--- config.mk ---
export PLATFORM = sky130hd
export DESIGN_NAME = eval_scheduler
export DESIGN_NICKNAME = d
export VERILOG_FILES = /design/src/rtl/eval_scheduler.sv
export SDC_FILE = /design/constraint.sdc
export NUM_CORES = 1
export LEC_CHECK = 0
export BUFFER_PORTS_ARGS = -buffer_cell sky130_fd_sc_hd__buf_2
export CAP_MARGIN = 20
export CORE_MARGIN = 10
export CORE_UTILIZATION = 46
export CTS_CLUSTER_SIZE = 16
export DETAILED_ROUTE_END_ITERATION = 10
export GPL_TIMING_DRIVEN = 0
export PLACE_DENSITY = 0.83
export SYNTH_ARGS = -nofsm -noshare
export SYNTH_HDL_FRONTEND = slang
export SYNTH_SLANG_ARGS = --single-unit
export TNS_END_PERCENT = 20
--- constraint.sdc ---
create_clock -name in_clk -period 1.5 [get_ports in_clk]
set_input_delay 0.15 -clock in_clk [delete_from_list [all_inputs] [get_ports in_clk]]
set_output_delay 0.15 -clock in_clk [all_outputs]
set_load 0.02 [all_outputs]
--- src/rtl/eval_scheduler.sv ---
// Round-robin scheduler that applies one requester's 2-bit vector to an external
// combinational circuit, waits SETTLE_CYCLES edges, samples its LED and returns it.
module eval_scheduler #(
    parameter int SETTLE_CYCLES = 2,
    parameter int CNT_W         = 8
) (
    input  logic             in_clk,
    input  logic             in_rst,
    input  logic             in_req0_valid,
    input  logic             in_req1_valid,
    input  logic [1:0]       in_req0_vec,
    input  logic [1:0]       in_req1_vec,
    output logic             out_req0_ready,
    output logic             out_req1_ready,
    output logic             out_rsp_valid,
    output logic             out_rsp_id,
    output logic [1:0]       out_rsp_vec,
    output logic             out_rsp_led,
    input  logic             in_rsp_ready,
    output logic             out_inputNodeSwitch1,
    output logic             out_inputNodeSwitch2,
    input  logic             in_outputNodeLed,
    output logic             out_busy,
    output logic [CNT_W-1:0] out_eval_count
);

    typedef enum logic [1:0] {S_IDLE, S_SETTLE, S_RESP} state_t;

    state_t           r_state;
    logic             r_ptr;
    logic [7:0]       r_settle;
    logic [1:0]       r_sw;
    logic             r_rsp_valid;
    logic             r_rsp_id;
    logic [1:0]       r_rsp_vec;
    logic             r_rsp_led;
    logic             r_busy;
    logic [CNT_W-1:0] r_eval_cnt;

    logic       w_idle;
    logic       w_gnt1;
    logic       w_acc;
    logic [1:0] w_vec;

    // Readies are combinational, so they are gated by reset to stay low while it is held.
    assign w_idle = (r_state == S_IDLE) && !in_rst;
    assign w_gnt1 = in_req1_valid && (!in_req0_valid || r_ptr);
    assign w_acc  = w_idle && (in_req0_valid || in_req1_valid);
    assign w_vec  = w_gnt1 ? in_req1_vec : in_req0_vec;

    assign out_req0_ready       = w_idle && in_req0_valid && !w_gnt1;
    assign out_req1_ready       = w_idle && w_gnt1;
    assign out_rsp_valid        = r_rsp_valid;
    assign out_rsp_id           = r_rsp_id;
    assign out_rsp_vec          = r_rsp_vec;
    assign out_rsp_led          = r_rsp_led;
    assign out_inputNodeSwitch1 = r_sw[0];
    assign out_inputNodeSwitch2 = r_sw[1];
    assign out_busy             = r_busy;
    assign out_eval_count       = r_eval_cnt;

    always_ff @(posedge in_clk or posedge in_rst) begin
        if (in_rst) begin
            r_state     <= S_IDLE;
            r_ptr       <= 1'b0;
            r_settle    <= '0;
            r_sw        <= '0;
            r_rsp_valid <= 1'b0;
            r_rsp_id    <= 1'b0;
            r_rsp_vec   <= '0;
            r_rsp_led   <= 1'b0;
            r_busy      <= 1'b0;
            r_eval_cnt  <= '0;
        end else begin
            case (r_state)
                S_IDLE: begin
                    if (w_acc) begin
                        r_state   <= S_SETTLE;
                        r_rsp_id  <= w_gnt1;
                        r_rsp_vec <= w_vec;
                        r_sw      <= w_vec;
                        r_settle  <= 8'(SETTLE_CYCLES);
                        r_ptr     <= !w_gnt1;
                        r_busy    <= 1'b1;
                    end
                end
                S_SETTLE: begin
                    r_settle <= r_settle - 8'd1;
                    if (r_settle == 8'd1) begin
                        r_state     <= S_RESP;
                        r_rsp_led   <= in_outputNodeLed;
                        r_rsp_valid <= 1'b1;
                    end
                end
                S_RESP: begin
                    if (in_rsp_ready) begin
                        r_state     <= S_IDLE;
                        r_rsp_valid <= 1'b0;
                        r_busy      <= 1'b0;
                        if (r_eval_cnt != {CNT_W{1'b1}})
                            r_eval_cnt <= r_eval_cnt + CNT_W'(1);
                    end
                end
                default: r_state <= S_IDLE;
            endcase
        end
    end

endmodule

==> qor_table.md <==
| Quantity | Value |
|:---|:---|
| Via-per-instance ratio | 5.59 |
| Wire length per cell | 16.3 µm |
| DP Wirelength | 2020 µm |
| Worst Setup End Kind | output port |
| Starting density of the core | 48.1% |
| Worst max-slew margin expressed relative to the limit | 36.7% |
| Share of layout cells above drive strength 1 | 49.3% |
| Maximum number of pins on one net before global-route repair | 26 |
| Type of element launching the critical path | flip-flop |
| Multi-input combinational cell area | 599 µm² |
| Final RePlAce weighted congestion | 0.854 |
| Worst slew pin tran | 948 ps |
| 1st-iter DRT viols | 24 |
| Largest voltage drop on the vdd net | 0.996 mV |
| Total core area | 2450 µm² |
| Wire length of the first global-routing pass | 4690 µm |
| Average cell area after synthesis | 10.9 µm² |
| DIE AREA | 4990 µm² |
| Number of port buffers | 27 |
| Peak Freq | 628 MHz |
| Worst-skew pair later-pin latency | 320 ps |
| Post-layout minimum cycle time | 1590 ps |
| Die Ht | 70.7 µm |
| Synth cell types | 37 |
| Initial antenna violation count | 0 |
| Buffer depth of the longest clock path | 2 |
| Final std cells w/o fill | 174 |
| Global routing usage summed across all routing layers | 11.1% |
| # Max-Cap Violations | 0 |
| Arrival time of the worst setup path | 1440 ps |
| Setup Total Neg Slack | -491 ps |
| Cell area after synthesis | 1180 µm² |
| Number of nets in the final layout | 158 |
| N_diodes | 0 |
| Leftover overflow at the end of global routing | 0 |
| Final worst-path cycle share | 106% |
| Crit Path Class | reg2out |
| TritonCTS buffer count | 3 |
| Clock tree from TritonCTS | yes |
| Minimum setup slack among reg-to-reg paths | -80 ps |
| Max-slew violation total from the final report | 0 |
| Via count of the first global-routing pass | 1,095 |
| Initial DRT Pass Iterations | 4 |
| Mapped Nets | 121 |
| Run status | complete, but fails checks |
| Number of register bits inferred by synthesis | 25 |
| P_leak | 0.000734 µW |
| Met2 layer usage reported by global route | 18.6% |
| Filler cell count | 199 |
| Required time reported for the critical path endpoint | 1350 ps |
| Total via count after detailed routing | 972 |
| Post-detailed-route count of antenna-violating nets | 0 |
| Min-delay worst type | in2reg |
| CTS Sinks | 25 |
| Floorplan row count | 18 |
| Min setup slack post-route | -92.2 ps |
| Reg clk slew, reported paths | 130 ps |
| Number of hold violations in the final report | 0 |
| Warning count from the yosys run | 0 |
| Global Route met3 Usage | 3.91% |
| Setup violations, final | 8 |
| Most heavily used metal layer in global routing | met2 |
| Storage element area | 634 µm² |
| Overall die width | 70.7 µm |
| Syn-to-layout area delta | 31.0% |
| Seq/Total Area, Yosys | 53.0% |
| Failing checks | negative setup slack |
| Gate Count Post-Synth | 108 |
| Clock root cell | sky130_fd_sc_hd__clkbuf_4 |
| Hold WS | 37.2 ps |
| DRC errors left | 0 |
| Worst setup skew after layout | 11.3 ps |
| Total power divided by cell area | 1590 nW/µm² |
| Fraction of met1 tracks used by global routing | 12.2% |
| Deepest level of the CTS H-tree | 1 |
| Total I/O pin count | 28 |
| Total wire length after detailed routing | 2830 µm |
| Worst-path maximum fanout | 4 |
| Placed cell count | 165 |
| Setup repair after global routing missed its margin | true |
-- logic make-up (layout without fill, tap and decap cells) --
group                      count (synthesis)  in the layout  share of synthesized area (%)
AOI/OAI and AO/OA                         21             21                           13.2
xor gates and xnor gates                   4              4                           2.97
adders and majority gates                  3              3                           3.18
buffers and inverters                     10             46                           3.92
DFF                                       25             25                           53.0
muxes                                      6              6                           5.61
and+or+nand+nor                           39             39                           18.1
-- final cells by class --
class                      count  area share [%]
clock buffer                   3            1.46
tap                           30            2.43
buffer                         3            1.70
multi-input combinational     73            38.7
sequential                    25            41.0
inverter                       6            1.46
clock inverter                 1           0.323
timing repair buffer          33            12.9
-- worst paths after layout --
kind,start,end,cells past startpoint
worst max register to register,r_settle[2],out_rsp_led,4
worst min-delay path,in_rsp_ready,r_state[1],2
worst max-delay path,r_state[1],out_req1_ready,4
max in group asynchronous,in_rst,out_eval_count[4],2
worst min register to register,out_busy,out_busy,2
min in group asynchronous,in_rst,r_ptr,2
-- cell usage in the layout, fill, tap and decap left out, types with 2 or more instances in the layout --
cell	instances
sky130_fd_sc_hd__nand3_1	3
sky130_fd_sc_hd__dfrtp_1	18
sky130_fd_sc_hd__nand2b_1	2
sky130_fd_sc_hd__nand2_2	2
sky130_fd_sc_hd__nand2_1	12
sky130_fd_sc_hd__nor2_1	3
sky130_fd_sc_hd__o21ai_0	4
sky130_fd_sc_hd__a21oi_1	2
sky130_fd_sc_hd__clkbuf_4	3
sky130_fd_sc_hd__nor3_2	2
sky130_fd_sc_hd__buf_2	25
sky130_fd_sc_hd__ha_1	3
sky130_fd_sc_hd__mux2_2	5
sky130_fd_sc_hd__xnor2_1	4
sky130_fd_sc_hd__o21ai_2	2
sky130_fd_sc_hd__a222oi_1	2
sky130_fd_sc_hd__and3_4	2
sky130_fd_sc_hd__a21o_1	2
sky130_fd_sc_hd__dfrtp_2	7
sky130_fd_sc_hd__buf_6	5
sky130_fd_sc_hd__buf_4	6
sky130_fd_sc_hd__inv_1	6
-- cells in the mapped netlist --
cell                       instances  area [µm²]
sky130_fd_sc_hd__dfrtp_1          25         626
sky130_fd_sc_hd__nand2b_1          2        12.5
sky130_fd_sc_hd__or4_1             2        15.0
sky130_fd_sc_hd__and3b_1           1        8.76
sky130_fd_sc_hd__nand2b_4          1        13.8
sky130_fd_sc_hd__o211ai_1          1        7.51
sky130_fd_sc_hd__nor3_1            3        15.0
sky130_fd_sc_hd__o21ai_0           6        30.0
sky130_fd_sc_hd__nor2_1            3        11.3
sky130_fd_sc_hd__nand4_1           1        6.26
sky130_fd_sc_hd__and3_1            2        12.5
sky130_fd_sc_hd__o41ai_1           2        17.5
sky130_fd_sc_hd__nand2_1          14        52.6
sky130_fd_sc_hd__nor4_1            1        6.26
sky130_fd_sc_hd__or3_1             1        6.26
sky130_fd_sc_hd__mux2_2            5        56.3
sky130_fd_sc_hd__o311ai_2          1        16.3
sky130_fd_sc_hd__o21ai_2           1        8.76
sky130_fd_sc_hd__ha_1              3        37.5
sky130_fd_sc_hd__a21oi_1           2        10.0
sky130_fd_sc_hd__nand3_1           4        20.0
sky130_fd_sc_hd__o311ai_0          1        8.76
sky130_fd_sc_hd__and4bb_2          1        12.5
sky130_fd_sc_hd__a22oi_1           1        7.51
sky130_fd_sc_hd__inv_1             6        22.5
sky130_fd_sc_hd__o21bai_1          1        7.51
sky130_fd_sc_hd__buf_2             1        5.00
sky130_fd_sc_hd__a21o_1            2        15.0
sky130_fd_sc_hd__buf_4             2        15.0
sky130_fd_sc_hd__clkbuf_1          1        3.75
sky130_fd_sc_hd__o31ai_1           1        7.51
sky130_fd_sc_hd__xnor2_1           4        35.0
sky130_fd_sc_hd__a222oi_1          2        20.0
sky130_fd_sc_hd__and2b_1           1        7.51
sky130_fd_sc_hd__nand3b_1          1        7.51
sky130_fd_sc_hd__mux2i_1           1        10.0
sky130_fd_sc_hd__and2_1            1        6.26
-- where the power goes --
group	internal [µW]	switching (µW)	total, µW
registers	885	248	1130
clock network	99.8	202	302
logic	502	522	1020
total	1490	972	2460
-- what timing repair did --
item / 4_1_cts / 5_1_grt
gates resized for setup: 16 / 19
endpoints found under the setup margin: 20 / 16
pin swaps: 4 / 6
setup buffers: 4 / 2
hold buffers: 0 / 0
-- sequential cells by signal, indices dropped and copies added (netlist names) --
register	flops
out_rsp_id	1
r_ptr	1
out_rsp_vec	2
out_eval_count	8
out_rsp_led	1
r_settle	8
r_state	2
out_rsp_valid	1
out_busy	1
-- worst max-delay path, stage by stage (launching register included) --
cell	delay, ps
sky130_fd_sc_hd__dfrtp_2	450
sky130_fd_sc_hd__buf_6	130
sky130_fd_sc_hd__nor3_4	210
sky130_fd_sc_hd__and3_4	230
sky130_fd_sc_hd__buf_6	110
-- through the flow --
stage | power, µW | setup WS (ps) | instance area (µm²) | util, %
2_1_floorplan | 1700 | -16.4 | 1190 | -
3_3_place_gp | 1920 | -155 | 1370 | 55.7
3_5_place_dp | 1970 | -195 | 1370 | 55.7
4_1_cts | 2360 | -98.5 | 1470 | 59.9
5_1_grt | 2640 | -173 | 1550 | 63.0
6_report | 2460 | -92.2 | 1550 | 63.0
-- metal layers --
layer | up-vias | routed length (µm)
met3 | 8 | 172
met4 | 0 | 70
li1 | 462 | -
met1 | 477 | 1210
met5 | - | 0
met2 | 25 | 1380
No activity file was read; power rests on OpenSTA's default activity.
